File: config.mk
export PLATFORM = sky130hd
export DESIGN_NAME = axi_mem_responder
export DESIGN_NICKNAME = d
export VERILOG_FILES = /design/src/rtl/ariane_axi.sv /design/src/rtl/axi_mem_responder.sv
export SDC_FILE = /design/constraint.sdc
export NUM_CORES = 1
export LEC_CHECK = 0
export CORE_AREA = 5 5 201 203
export DETAILED_ROUTE_END_ITERATION = 6
export DIE_AREA = 0 0 206 208
export GPL_ROUTABILITY_DRIVEN = 0
export PLACE_DENSITY_LB_ADDON = 0.05
export SLEW_MARGIN = 20
export SYNTH_ARGS = -nofsm -noshare
export SYNTH_HDL_FRONTEND = slang
export SYNTH_SLANG_ARGS = --single-unit
File: constraint.sdc
create_clock -name clk_i -period 2.69 [get_ports clk_i]
set_input_delay 0.538 -clock clk_i [delete_from_list [all_inputs] [get_ports clk_i]]
set_output_delay 0.538 -clock clk_i [all_outputs]
set_load 0.01 [all_outputs]
File: src/rtl/ariane_axi.sv
// Minimal ariane_axi request/response structs (ID 4, address 64, data 64, user 1) so the
// responder builds on its own.
package ariane_axi;

  localparam int unsigned IdWidth   = 4;
  localparam int unsigned AddrWidth = 64;
  localparam int unsigned DataWidth = 64;
  localparam int unsigned StrbWidth = DataWidth / 8;
  localparam int unsigned UserWidth = 1;

  typedef struct packed {
    logic [IdWidth-1:0]   id;
    logic [AddrWidth-1:0] addr;
    logic [7:0]           len;
    logic [2:0]           size;
    logic [1:0]           burst;
    logic                 lock;
    logic [3:0]           cache;
    logic [2:0]           prot;
    logic [3:0]           qos;
    logic [3:0]           region;
    logic [5:0]           atop;
    logic [UserWidth-1:0] user;
  } aw_chan_t;

  typedef struct packed {
    logic [DataWidth-1:0] data;
    logic [StrbWidth-1:0] strb;
    logic                 last;
    logic [UserWidth-1:0] user;
  } w_chan_t;

  typedef struct packed {
    logic [IdWidth-1:0]   id;
    logic [1:0]           resp;
    logic [UserWidth-1:0] user;
  } b_chan_t;

  typedef struct packed {
    logic [IdWidth-1:0]   id;
    logic [AddrWidth-1:0] addr;
    logic [7:0]           len;
    logic [2:0]           size;
    logic [1:0]           burst;
    logic                 lock;
    logic [3:0]           cache;
    logic [2:0]           prot;
    logic [3:0]           qos;
    logic [3:0]           region;
    logic [UserWidth-1:0] user;
  } ar_chan_t;

  typedef struct packed {
    logic [IdWidth-1:0]   id;
    logic [DataWidth-1:0] data;
    logic [1:0]           resp;
    logic                 last;
    logic [UserWidth-1:0] user;
  } r_chan_t;

  typedef struct packed {
    aw_chan_t aw;
    logic     aw_valid;
    w_chan_t  w;
    logic     w_valid;
    logic     b_ready;
    ar_chan_t ar;
    logic     ar_valid;
    logic     r_ready;
  } req_t;

  typedef struct packed {
    logic    aw_ready;
    logic    ar_ready;
    logic    w_ready;
    logic    b_valid;
    b_chan_t b;
    logic    r_valid;
    r_chan_t r;
  } resp_t;

endpackage

File: src/rtl/axi_mem_responder.sv
// AXI4 responder bridging one transaction at a time onto a single-port SRAM (1-cycle read latency).
// Define AXI_MEM_RANGE_CHECK_EN to answer SLVERR for beats beyond the SRAM instead of aliasing.
module axi_mem_responder #(
  parameter int unsigned AxiAddrWidth = 64,
  parameter int unsigned AxiDataWidth = 64,
  parameter int unsigned AxiIdWidth   = 4,
  parameter int unsigned MemAddrWidth = 16,
  parameter type         req_t        = ariane_axi::req_t,
  parameter type         resp_t       = ariane_axi::resp_t
) (
  input  logic                      clk_i,
  input  logic                      rst_ni,
  input  req_t                      axi_req_i,
  output resp_t                     axi_resp_o,
  output logic                      mem_req_o,
  output logic                      mem_we_o,
  output logic [MemAddrWidth-1:0]   mem_addr_o,
  output logic [AxiDataWidth-1:0]   mem_wdata_o,
  output logic [AxiDataWidth/8-1:0] mem_be_o,
  input  logic [AxiDataWidth-1:0]   mem_rdata_i
);

  localparam int unsigned OffWidth   = $clog2(AxiDataWidth / 8);
  localparam logic [1:0]  RespOkay   = 2'b00;
  localparam logic [1:0]  RespSlvErr = 2'b10;
  localparam logic [1:0]  BurstFixed = 2'b00;

  typedef enum logic [2:0] {
    StIdle,
    StWrite,
    StWriteResp,
    StReadReq,
    StReadData
  } state_e;

  state_e                  state_q, state_d;
  logic [AxiIdWidth-1:0]   id_q, id_d;
  logic [AxiAddrWidth-1:0] addr_q, addr_d;
  logic [7:0]              len_q, len_d;
  logic [7:0]              cnt_q, cnt_d;
  logic [2:0]              size_q, size_d;
  logic [1:0]              burst_q, burst_d;
  logic                    last_grant_q, last_grant_d;  // 1: write won the most recent grant
  logic                    wr_err_q, wr_err_d;
  logic                    rd_err_q, rd_err_d;
  logic                    rdata_fresh_q, rdata_fresh_d;
  logic [AxiDataWidth-1:0] rdata_q, rdata_d;

  logic                    aw_grant, ar_grant;
  logic                    in_range;
  logic                    last_beat;
  logic [AxiAddrWidth-1:0] addr_next;
  logic                    unused_req;

  // Only the control/address subset of the request is consumed; atop, cache, prot etc. are ignored.
  assign unused_req = ^axi_req_i;

`ifdef AXI_MEM_RANGE_CHECK_EN
  assign in_range = (addr_q >> (OffWidth + MemAddrWidth)) == '0;
`else
  assign in_range = 1'b1;
`endif

  // Grants are held off during reset so nothing is accepted that the reset would then drop.
  assign aw_grant = rst_ni && (state_q == StIdle) && axi_req_i.aw_valid &&
                    (!axi_req_i.ar_valid || !last_grant_q);
  assign ar_grant = rst_ni && (state_q == StIdle) && axi_req_i.ar_valid &&
                    (!axi_req_i.aw_valid || last_grant_q);

  assign last_beat  = (cnt_q == len_q);
  assign mem_addr_o = addr_q[MemAddrWidth+OffWidth-1:OffWidth];

  // WRAP bursts deliberately take the INCR path.
  always_comb begin
    addr_next = addr_q;
    if (burst_q != BurstFixed) begin
      addr_next = addr_q + (AxiAddrWidth'(1) << size_q);
    end
  end

  always_comb begin
    state_d       = state_q;
    id_d          = id_q;
    addr_d        = addr_q;
    len_d         = len_q;
    size_d        = size_q;
    burst_d       = burst_q;
    cnt_d         = cnt_q;
    last_grant_d  = last_grant_q;
    wr_err_d      = wr_err_q;
    rd_err_d      = rd_err_q;
    rdata_fresh_d = 1'b0;
    rdata_d       = rdata_q;
    axi_resp_o    = '0;
    mem_req_o     = 1'b0;
    mem_we_o      = 1'b0;
    mem_wdata_o   = '0;
    mem_be_o      = '0;

    case (state_q)
      StIdle: begin
        axi_resp_o.aw_ready = aw_grant;
        axi_resp_o.ar_ready = ar_grant;
        if (aw_grant) begin
          id_d         = axi_req_i.aw.id;
          addr_d       = axi_req_i.aw.addr;
          len_d        = axi_req_i.aw.len;
          size_d       = axi_req_i.aw.size;
          burst_d      = axi_req_i.aw.burst;
          cnt_d        = '0;
          wr_err_d     = 1'b0;
          last_grant_d = 1'b1;
          state_d      = StWrite;
        end else if (ar_grant) begin
          id_d         = axi_req_i.ar.id;
          addr_d       = axi_req_i.ar.addr;
          len_d        = axi_req_i.ar.len;
          size_d       = axi_req_i.ar.size;
          burst_d      = axi_req_i.ar.burst;
          cnt_d        = '0;
          last_grant_d = 1'b0;
          state_d      = StReadReq;
        end
      end

      StWrite: begin
        axi_resp_o.w_ready = 1'b1;
        if (axi_req_i.w_valid) begin
          mem_req_o   = in_range;
          mem_we_o    = 1'b1;
          mem_wdata_o = axi_req_i.w.data;
          mem_be_o    = axi_req_i.w.strb;
          wr_err_d    = wr_err_q | ~in_range;
          addr_d      = addr_next;
          cnt_d       = cnt_q + 8'd1;
          // The beat count alone ends the burst; w.last is not trusted.
          if (last_beat) begin
            state_d = StWriteResp;
          end
        end
      end

      StWriteResp: begin
        axi_resp_o.b_valid = 1'b1;
        axi_resp_o.b.id    = id_q;
        axi_resp_o.b.resp  = wr_err_q ? RespSlvErr : RespOkay;
        if (axi_req_i.b_ready) begin
          state_d = StIdle;
        end
      end

      StReadReq: begin
        mem_req_o     = in_range;
        rd_err_d      = ~in_range;
        rdata_fresh_d = 1'b1;
        state_d       = StReadData;
      end

      StReadData: begin
        // First cycle forwards the SRAM output and captures it; later stall cycles replay the copy.
        if (rdata_fresh_q) begin
          rdata_d = mem_rdata_i;
        end
        axi_resp_o.r_valid = 1'b1;
        axi_resp_o.r.id    = id_q;
        axi_resp_o.r.data  = rd_err_q ? '0 : (rdata_fresh_q ? mem_rdata_i : rdata_q);
        axi_resp_o.r.resp  = rd_err_q ? RespSlvErr : RespOkay;
        axi_resp_o.r.last  = last_beat;
        if (axi_req_i.r_ready) begin
          if (last_beat) begin
            state_d = StIdle;
          end else begin
            addr_d  = addr_next;
            cnt_d   = cnt_q + 8'd1;
            state_d = StReadReq;
          end
        end
      end

      default: state_d = StIdle;
    endcase
  end

  always_ff @(posedge clk_i) begin
    if (!rst_ni) begin
      state_q       <= StIdle;
      id_q          <= '0;
      addr_q        <= '0;
      len_q         <= '0;
      size_q        <= '0;
      burst_q       <= '0;
      cnt_q         <= '0;
      last_grant_q  <= 1'b0;
      wr_err_q      <= 1'b0;
      rd_err_q      <= 1'b0;
      rdata_fresh_q <= 1'b0;
      rdata_q       <= '0;
    end else begin
      state_q       <= state_d;
      id_q          <= id_d;
      addr_q        <= addr_d;
      len_q         <= len_d;
      size_q        <= size_d;
      burst_q       <= burst_d;
      cnt_q         <= cnt_d;
      last_grant_q  <= last_grant_d;
      wr_err_q      <= wr_err_d;
      rd_err_q      <= rd_err_d;
      rdata_fresh_q <= rdata_fresh_d;
      rdata_q       <= rdata_d;
    end
  end

endmodule

==> summary.md <==
| Metric | Value |
|---|---|
| Status | `finished, final reports clean` |
| Register area share after synthesis | `between 30% and 40%` |
| CTS sink cnt | `113` |
| DR DRC count | `0` |
| Detailed Route Iter0 Violations | `390` |
| NumNets Final | `1685` |
| CTS tree | `built` |
| Pwr Density | `a little over 600 nW/µm²` |
| Clock Latency Late Sink | `~430 ps` |
| Max Buffers Root-to-Sink | `2` |
| Combinational share of power | `roughly 44%` |
| Detailed placement HPWL | `roughly 30000 µm` |
| Total power | `about 0.008 W` |
| Count of input and output buffers | `between 300 and 400` |
| Site Rows | `72` |
| Crit path cell chain | `buf_8, nor2_4, nand2_4, buf_12, nor2_1, clkdlybuf4s50_1` |
| IO Pins | `around 520` |
| CP Capture Type | `output port` |
| Pre-antenna DRT Iters | `5` |
| Largest family of logic cells by synthesized area | `simple AND/OR/NAND/NOR gates` |
| Die width | `slightly above 200 µm` |
| Synthesized instance count | `about 960` |
| Xor/xnor share of the synthesized area | `~2%` |
| Synth Cell Area | `slightly above 7000 µm²` |
| Int Power | `roughly 0.005 W` |
| WL per Instance | `around 21 µm` |
| GRT Resource Usage Total | `between 10% and 20%` |
| Placed instance area | `about 12000 µm²` |
| Yosys reg bits | `~110` |
| Peak supply drop | `between 0.0004 and 0.0005 V` |
| Max-cap violations | `0` |
| Fmax | `slightly below 0.4 GHz` |
| Worst-path clk slew | `50 ps` |
| GRT overflow | `0` |
| Setup Total Neg Slack | `0 ps` |
| Htree depth | `4` |
| Worst-path maximum fanout | `32` |
| Via/cell ratio | `about 4.3` |
| Via Count | `7916` |
| RSZ-0062 raised after global routing | `no` |
| Area grow syn2layout | `75.6%` |
| # fillers | `4149` |
| Commonest cells after routing, fill and taps aside | `clkdlybuf4s50_1 (273), nand2_1 (200), dfxtp_1 (110)` |
| Final WS setup | `86.1 ps` |
| Wire length of the first global-routing pass | `56300 µm` |
| Fin. Hold Viols | `0` |
| Mux cell area share after synthesis | `about a tenth` |
| Count of flip-flops with a built-in enable after synthesis | `0` |
| Die area | `between 40000 and 50000 µm²` |
| Commonest non-fill, non-tap cell in the layout | `clkdlybuf4s50_1` |
| P_sw | `about 0.0028 W` |
| Post-Synth Simple-Gate Area | `29.6%` |
| Area of the multi-input gates | `4410 µm²` |
| Design area | `~13000 µm²` |
| CP Data Arrival Time | `between 2000 and 2500 ps` |
| Final period util | `between 90% and 100%` |
| Largest net degree at the start of global routing | `65` |
| Req. time, crit path | `approximately 2200 ps` |
| Die height | `roughly 210 µm` |
| Slowest CP cell | `clkdlybuf4s50_1` |
| CTS Root Cell | `clkbuf_16` |
| Synth Area in Compound Gates | `between 10% and 20%` |
| Register area | `about 2300 µm²` |
| Setup violators final | `0` |
| Worst slack, placed | `-387 ps` |
| Startpoint Class | `register` |
| CTS buffer count | `17` |
| Min Hold Slack | `around 450 ps` |
| Worst Skew | `around 10 ps` |
| Antenna cells | `0` |
| Seq pwr share | `a little over a quarter` |
| Lkg Pwr | `5.25 nW` |
| Synth Area in Adders | `under 10%` |
| Antenna violations before repair | `2` |
| Initial Util | `18.6%` |
| Core area | `~38000 µm²` |
| Hold WC Path Type | `register to register` |
| Antenna-violating nets left | `0` |
| Avg Cell Area, Syn | `7.41 µm²` |
| Yosys warnings | `0` |
| Worst slew pin tran | `roughly 560 ps` |
| Worst slew margin | `62.0%` |
| CP Class | `register to output port` |
| Switching Share | `36.2%` |
| Clock Power Share | `between 20 and 30%` |
| CP peak stage delay | `between 500 and 600 ps` |
| Share of layout cells above drive strength 1 | `around 10%` |
| Fraction of registers with async set/reset | `0%` |
| Most used DFF post-synth | `dfxtp_1` |
| Slew Viols, Final | `0` |
| DRT Wirelength | `39300 µm` |
| Cell variety after synth | `68` |
| Vias in the first global route | `~8000` |
| Final worst path period need | `2600 ps` |
[cell type report]
| type | count | area share [%] |
|---|---|---|
| clock buffer | 22 | 3.87 |
| clock inverter | 10 | 0.849 |
| inverter | 12 | 0.370 |
| multi-input combinational | 749 | 35.2 |
| sequential | 113 | 18.1 |
| tap | 518 | 5.18 |
| timing repair buffer | 435 | 36.4 |
[worst max-delay path, delay by kind of cell (launching register included)]
| kind | cells | cell delay (ps) |
|---|---|---|
| and+or+nand+nor | 3 | 380 |
| buffers and inverters | 3 | 900 |
| DFF | 1 | 340 |
[repair_timing]
item / CTS / global route
buffers inserted: 3 / 2
gates resized for setup: 71 / 42
pin swaps: 1 / 3
cloned: 2 / 1
hold buffers: 0 / 0
endpoints found under the setup margin: 125 / 72
[flip-flops by register name, indices dropped and copies added (netlist names)]
name	cells
addr_q	19
burst_q	2
cnt_q	8
id_q	4
last_grant_q	1
len_q	8
rdata_fresh_q	1
rdata_q	64
size_q	3
state_q	3
[cells in the mapped netlist, drive strengths merged, types with 5 or more instances]
cell / instances / area, µm²
dfxtp: 113 / 2260
ha: 9 / 113
nand3: 16 / 80.1
nand2: 203 / 769
nand2b: 5 / 31.3
a311oi: 11 / 103
buf: 62 / 369
inv: 12 / 45.0
o21ai: 23 / 119
a21o: 5 / 37.5
nor2: 108 / 405
and2: 79 / 497
o21a: 5 / 37.5
clkbuf: 31 / 116
a21oi: 97 / 493
mux2i: 72 / 721
a211oi: 5 / 37.5
nor3: 8 / 45.0
a222oi: 9 / 90.1
o211ai: 7 / 52.6
xor2: 13 / 114
and3: 13 / 81.3
[cells by family after synthesis]
group,count (synthesis)
and+or+nand+nor,455
AOI/OAI and AO/OA,190
DFF,113
buffers and inverters,105
muxes,72
xor gates and xnor gates,16
adders and majority gates,10
other,1
[path summary, 6_finish.rpt]
path / startpoint / endpoint / slack [ps] / depth (start not counted)
hold / removal: rdata_q[8] / rdata_q[8] / 450 / 2
setup reg to reg: size_q[2] / addr_q[16] / 190 / 11
hold reg to reg: rdata_q[8] / rdata_q[8] / 450 / 2
setup / recovery: state_q[1] / axi_resp_o[17] / 90 / 6
[metrics by stage]
| step | instances | util [%] |
|---|---|---|
| after CTS | 1856 | 32.3 |
| after detailed placement | 1819 | 30.6 |
| final | 1859 | 32.7 |
| after floorplan | 967 | - |
| after global placement | 1819 | 30.6 |
| after global routing | 1859 | 32.7 |
[metal layers]
metal	vias to the layer above	part of all wire (%)	track usage, %	wire length [µm]
li1	3983	-	-	-
met1	3646	45	22.5	17500
met2	275	44	27.6	17300
met3	10	11	9.06	4240
met4	2	0.48	2.82	190
met5	-	0.051	0	20
[power by group through the flow]
stage / clock (W) / combinational [W] / sequential [W]
finish: 0.00232 / 0.00339 / 0.00207
global route: 0.00247 / 0.00370 / 0.00210
CTS: 0.00242 / 0.00340 / 0.00207
detailed placement: 0 / 0.00336 / 0.00210
global placement: 0 / 0.00338 / 0.00210
floorplan: 0 / 0.00175 / 0.00202
No activity file was read; power rests on OpenSTA's default activity.
